==> src/rtl/nmos_pmos_pkg.sv <==
// Shared types and helpers for the nmos_pmos CMOS stage model.
//   logic4_t     : 2-bit encoded 4-state value (L0=00, L1=01, LZ=10, LX=11)
//   conduction_t : network/device conduction state (OFF, ON, UNK)
//   mos_pol_t    : device polarity (POL_P pull-up, POL_N pull-down)
//   dev_cond()   : gate value -> single-device conduction for a polarity
//   resolve()    : (PUN, PDN) conduction -> output value + contention flag
package nmos_pmos_pkg;

  typedef enum logic [1:0] {
    L0 = 2'b00,
    L1 = 2'b01,
    LZ = 2'b10,
    LX = 2'b11
  } logic4_t;

  typedef enum logic [1:0] {
    OFF = 2'b00,
    ON  = 2'b01,
    UNK = 2'b10
  } conduction_t;

  typedef enum logic {
    POL_P = 1'b0,
    POL_N = 1'b1
  } mos_pol_t;

  typedef struct packed {
    logic4_t val;
    logic    cont;
  } resolved_t;

  // A P device conducts on a low gate, an N device on a high gate;
  // a floating or unknown gate leaves the device state unknown.
  function automatic conduction_t dev_cond(input logic4_t g, input mos_pol_t pol);
    conduction_t c;
    case (g)
      L0:      c = (pol == POL_P) ? ON  : OFF;
      L1:      c = (pol == POL_P) ? OFF : ON;
      default: c = UNK;
    endcase
    return c;
  endfunction

  // Any unknown network yields X without contention unless a definite
  // on/off pairing already decides the node.
  function automatic resolved_t resolve(input conduction_t pun, input conduction_t pdn);
    resolved_t r;
    r.cont = 1'b0;
    if (pun == ON && pdn == OFF)
      r.val = L1;
    else if (pun == OFF && pdn == ON)
      r.val = L0;
    else if (pun == OFF && pdn == OFF)
      r.val = LZ;
    else if (pun == ON && pdn == ON) begin
      r.val  = LX;
      r.cont = 1'b1;
    end else
      r.val = LX;
    return r;
  endfunction

endpackage

==> src/rtl/nmos_pmos_network.sv <==
// mos_network: one switch network of N_DEV devices of a single polarity.
//   gate   in  2*N_DEV  encoded 4-state gate per device, [2i+1:2i] = device i
//   series in  1        0 = devices in parallel, 1 = devices in series
//   cond   out 2        network conduction (OFF/ON/UNK), combinational
module mos_network
  import nmos_pmos_pkg::*;
#(
  parameter int unsigned N_DEV = 2,
  parameter mos_pol_t    POL   = POL_N
) (
  input  logic [2*N_DEV-1:0] gate,
  input  logic               series,
  output conduction_t        cond
);

  logic        any_on;
  logic        any_off;
  logic        any_unk;
  conduction_t d;

  always_comb begin
    any_on  = 1'b0;
    any_off = 1'b0;
    any_unk = 1'b0;
    d       = UNK;
    for (int unsigned i = 0; i < N_DEV; i++) begin
      d = dev_cond(logic4_t'(gate[2*i +: 2]), POL);
      case (d)
        ON:      any_on  = 1'b1;
        OFF:     any_off = 1'b1;
        default: any_unk = 1'b1;
      endcase
    end
    // Series: one open switch breaks the path. Parallel: one closed switch
    // makes it. Otherwise unknowns decide.
    if (series)
      cond = any_off ? OFF : (any_unk ? UNK : ON);
    else
      cond = any_on ? ON : (any_unk ? UNK : OFF);
  end

endmodule

==> src/rtl/nmos_pmos.sv <==
// nmos_pmos: clocked model of one CMOS stage (P pull-up + N pull-down network).
// Output resolved to 4-state logic and registered once per valid cycle.
//   clk            in   1          rising-edge clock
//   rst            in   1          synchronous active-high reset
//   in_valid       in   1          evaluate this cycle
//   gate           in   2*N_DEV    encoded gate per device, shared by PUN/PDN
//   pun_series     in   1          PUN topology (0 parallel, 1 series)
//   pdn_series     in   1          PDN topology (0 parallel, 1 series)
//   out_val        out  2          00=0, 01=1, 10=Z, 11=X
//   out_valid      out  1          out_val updated this cycle
//   contention     out  1          both networks conducting
//   contention_cnt out  CNT_W      saturating contention count
// Build option: NMOS_PMOS_HOLD_EN makes a floating (Z) result keep the last
// driven 0/1 (charge storage); without a prior drive since reset, Z is shown.
module nmos_pmos
  import nmos_pmos_pkg::*;
#(
  parameter int unsigned N_DEV = 2,
  parameter int unsigned CNT_W = 16
) (
  input  logic               clk,
  input  logic               rst,
  input  logic               in_valid,
  input  logic [2*N_DEV-1:0] gate,
  input  logic               pun_series,
  input  logic               pdn_series,
  output logic [1:0]         out_val,
  output logic               out_valid,
  output logic               contention,
  output logic [CNT_W-1:0]   contention_cnt
);

  conduction_t pun_cond;
  conduction_t pdn_cond;
  resolved_t   res;
  logic4_t     val_d;
  logic4_t     val_q;
  logic        valid_q;
  logic        cont_q;
  logic [CNT_W-1:0] cnt_q;

  mos_network #(.N_DEV(N_DEV), .POL(POL_P)) u_pun (
    .gate   (gate),
    .series (pun_series),
    .cond   (pun_cond)
  );

  mos_network #(.N_DEV(N_DEV), .POL(POL_N)) u_pdn (
    .gate   (gate),
    .series (pdn_series),
    .cond   (pdn_cond)
  );

  always_comb res = resolve(pun_cond, pdn_cond);

`ifdef NMOS_PMOS_HOLD_EN
  logic    have_drive_q;
  logic4_t last_drive_q;

  always_comb begin
    val_d = res.val;
    if (res.val == LZ && have_drive_q)
      val_d = last_drive_q;
  end

  always_ff @(posedge clk) begin
    if (rst) begin
      have_drive_q <= 1'b0;
      last_drive_q <= L0;
    end else if (in_valid && (res.val == L0 || res.val == L1)) begin
      have_drive_q <= 1'b1;
      last_drive_q <= res.val;
    end
  end
`else
  always_comb val_d = res.val;
`endif

  always_ff @(posedge clk) begin
    if (rst) begin
      val_q   <= LZ;
      valid_q <= 1'b0;
      cont_q  <= 1'b0;
      cnt_q   <= '0;
    end else begin
      valid_q <= in_valid;
      if (in_valid) begin
        val_q  <= val_d;
        cont_q <= res.cont;
        if (res.cont && cnt_q != '1)
          cnt_q <= cnt_q + CNT_W'(1);
      end
    end
  end

  assign out_val        = val_q;
  assign out_valid      = valid_q;
  assign contention     = cont_q;
  assign contention_cnt = cnt_q;

endmodule

==> config.mk <==
export PLATFORM = sky130hd
export DESIGN_NAME = nmos_pmos
export DESIGN_NICKNAME = d
export VERILOG_FILES = /design/src/rtl/nmos_pmos_pkg.sv /design/src/rtl/nmos_pmos_network.sv /design/src/rtl/nmos_pmos.sv
export SDC_FILE = /design/constraint.sdc
export NUM_CORES = 1
export LEC_CHECK = 0
export ABC_AREA = 1
export BUFFER_PORTS_ARGS = -buffer_cell sky130_fd_sc_hd__buf_2
export CELL_PAD_IN_SITES_DETAIL_PLACEMENT = 1
export CELL_PAD_IN_SITES_GLOBAL_PLACEMENT = 1
export CORE_ASPECT_RATIO = 1.2
export CORE_MARGIN = 2
export CORE_UTILIZATION = 37
export DETAILED_ROUTE_END_ITERATION = 8
export PLACE_DENSITY = 0.79
export SLEW_MARGIN = 15
export SYNTH_ARGS = -nofsm -noshare
export SYNTH_HDL_FRONTEND = slang
export SYNTH_SLANG_ARGS = --single-unit
==> constraint.sdc <==
create_clock -name clk -period 2.1 [get_ports clk]
set_clock_uncertainty 0.2 [all_clocks]
set_input_delay 0.21 -clock clk [delete_from_list [all_inputs] [get_ports clk]]
set_output_delay 0.21 -clock clk [all_outputs]
set_load 0.02 [all_outputs]
==> key figures <==
Global routing
  • First-pass GRT wire length: ~6400 um
  • Vias in the first global route: approximately 1500
  • Global route total overflow: 0
  • Initial antenna violation count: 0
  • Total track usage: between 20% and 30%
  • Largest net degree at the start of global routing: 21

Worst setup path
  • Worst setup SP type: register
  • Critical-path top delay cell: dfxtp_1
  • Element type at the critical path end: register
  • Critical Path, Cell by Cell: ha_1, nand2_1, nor2_4, nand3_4, nand3_4, nand2_1, a21oi_2
  • Worst reg2reg setup slack: roughly 0.23 ns
  • Critical path class: reg2reg
  • Critical path's largest stage delay: between 0.4 and 0.5 ns
  • Critical path peak fanout: 16
  • Family with the most delay on the worst path: simple AND/OR/NAND/NOR gates
  • WP data required: between 2 and 2.5 ns
  • CP Buf/Inv Count: 0
  • CP Data Arrival Time: between 1.5 and 2 ns

Timing
  • Fin. max-slew vios: 0
  • Unrepaired setup endpoints after global routing: false
  • Setup TNS: 0 ns
  • Final setup viols: 0
  • Fin crit share: roughly 89%
  • Fmax: between 500 and 600 MHz
  • Rel. slew slack: between 60% and 70%
  • Setup ws final: 0.2307 ns
  • Tmin final: ~1.9 ns
  • Worst-Margin Slew: 0.4499 ns
  • Hold Fails Final Rpt: 0

Floorplanning
  • Horiz. Die Dim: between 50 and 60 um
  • Core area: 3338 um2
  • Die H: just under 70 um
  • Site row count: 23
  • Starting density of the core: roughly two fifths
  • Ports: 29
  • Overall die area: 3962 um2

Route
  • DRC viols: 0
  • Drt pass-1 iters: 4
  • ANT nets after route: 0
  • Via count: between 1000 and 1500
  • DR WL/cell: between 10 and 15 um
  • Via density: approximately 5.5
  • First DRT Iteration DRCs: 22
  • Drt total wl: 3790 um

Clocking
  • Hold_buf cts: 0
  • Htree depth: 1
  • Total CTS buffers: 3
  • Clock Tree Root: clkbuf_8
  • Postcts setup bufs: 0
  • Clk sinks: 20
  • Worst-Skew Late Latency: between 0.2 and 0.3 ns
  • Longest Clk Path Bufs: 2
  • CTS tree: yes
  • Worst-path clk slew: 0.08 ns
  • Resized cells post-CTS: 0

Placed design
  • Global placement routability congestion: approximately 0.8
  • Placed Cells: 258
  • DP HPWL: 2954 um
  • DP Area: ~1500 um2
  • Port bufs: 28
  • Setup WS pre-CTS: 0.2167 ns

Synthesis
  • Mapped cell area: between 1000 and 1500 um2
  • Yosys top cell area share: 31.16%
  • Yosys cell types: 24
  • Post-synthesis sequential area ratio: between 30% and 40%
  • Area leader, netlist: dfxtp_1
  • Syn avg cell area: approximately 6.6 um2
  • Syn_nets: 205
  • Seq cells post-synth: 20
  • Synth warnings: 0
  • Most area-consuming cells after synthesis: dfxtp_1 31%, nand2_1 18%, nand3_1 6.2%
  • Cells after Synth: just under 200

Final layout
  • Commonest cells after routing, fill and taps aside: 62 x nand2_1, 28 x buf_2, 21 x nor2_1
  • Commonest non-fill, non-tap cell in the layout: nand2_1
  • Finished Cell Area: 1509 um2
  • Area Overhead vs Synth: 17.43%
  • Finished Core Util: a little under half
  • Ant diodes: 0
  • Final net count: around 240
  • Share of layout cells above drive strength 1: a little over a fifth
  • Non-Filler Instances: about 260

Power and ir drop
  • Leak pwr: between 0.6 and 0.7 nW
  • VDD IR max: approximately 0.26 mV
  • Pwr per Cell Area: approximately 480 nW/um2

Outcome
  • Status: completed

Worst hold path
  • Worst hold path type: in2reg

Run
  • MaxCap Viol Count: 0
Yosys cell counts:
| master | count |
|---|---|
| a21oi_1 | 15 |
| maj3_1 | 1 |
| nand3_1 | 16 |
| nand2_1 | 62 |
| a21oi_2 | 3 |
| o21bai_1 | 1 |
| nand4_1 | 11 |
| a31oi_1 | 1 |
| o21ai_0 | 6 |
| o2111ai_1 | 1 |
| inv_1 | 14 |
| nand3b_1 | 3 |
| nor2_2 | 1 |
| ha_1 | 1 |
| nand3_4 | 2 |
| nor2_4 | 2 |
| clkbuf_1 | 4 |
| nand2_2 | 3 |
| xor2_1 | 3 |
| o21ai_1 | 1 |
| dfxtp_1 | 20 |
| buf_6 | 1 |
| nor2_1 | 21 |
| nor3_4 | 2 |
flip-flops by register name (all words and copies together), names as in the netlist:
register	cells
out_val	2
contention	1
out_valid	1
contention_cnt	16
worst min-delay path, stage by stage:
cell and delay, ns:
buf_2 0.12, nand2_1 0.06, a31oi_1 0.08
path summary, 6_finish.rpt:
check / to / start / depth (start not counted)
setup / recovery: contention_cnt[11]$_SDFFE_PP0P_ / contention_cnt[1]$_SDFFE_PP0P_ / 7
hold / removal: out_val[0]$_SDFFE_PP0P_ / pdn_series / 3
setup reg to reg: contention_cnt[11]$_SDFFE_PP0P_ / contention_cnt[1]$_SDFFE_PP0P_ / 7
hold reg to reg: out_val[1]$_SDFFE_PP1P_ / out_val[1]$_SDFFE_PP1P_ / 2
where the power goes:
| group | leakage, nW | internal, mW | switching, mW | total [mW] |
|---|---|---|---|---|
| logic | 0.418 | 0.0212 | 0.0479 | 0.0691 |
| clock network | 0.0216 | 0.128 | 0.135 | 0.263 |
| registers | 0.162 | 0.384 | 0.00220 | 0.386 |
| total | 0.601 | 0.533 | 0.185 | 0.718 |
logic make-up (layout without fill, tap and decap cells):
kind of cell / count (synthesis) / after routing / synth area share (%)
flops: 20 / 20 / 31.16
simple gates: 123 / 123 / 46.54
buf+inv: 19 / 48 / 6.134
compound gates: 28 / 28 / 12.37
fa+ha+maj: 2 / 2 / 1.753
xor+xnor: 3 / 3 / 2.045
cell type report:
type	instances	area, um2
clock buffers	3	41.29
multi-input cells	156	805.8
well taps	37	46.29
repair buffers	31	162.7
inverters	14	52.55
fillers	467	1829
flip-flops and latches	20	400.4
metrics by stage:
step / power [mW] / hold slack, ns
floorplan: 0.4377 / 0.1705
global placement: 0.4613 / 0.2452
detailed placement: 0.4647 / 0.2510
CTS: 0.7254 / 0.04262
global route: 0.7515 / 0.05566
finish: 0.7176 / 0.04270
routing by layer:
layer	global-route usage, %	vias up	wire (um)
li1	-	709	-
met1	23.43	691	1603
met2	38.35	28	1977
met3	3.172	7	137
met4	11.34	0	72
met5	0	-	0
Note: power is estimated with default switching activity, not from simulation.
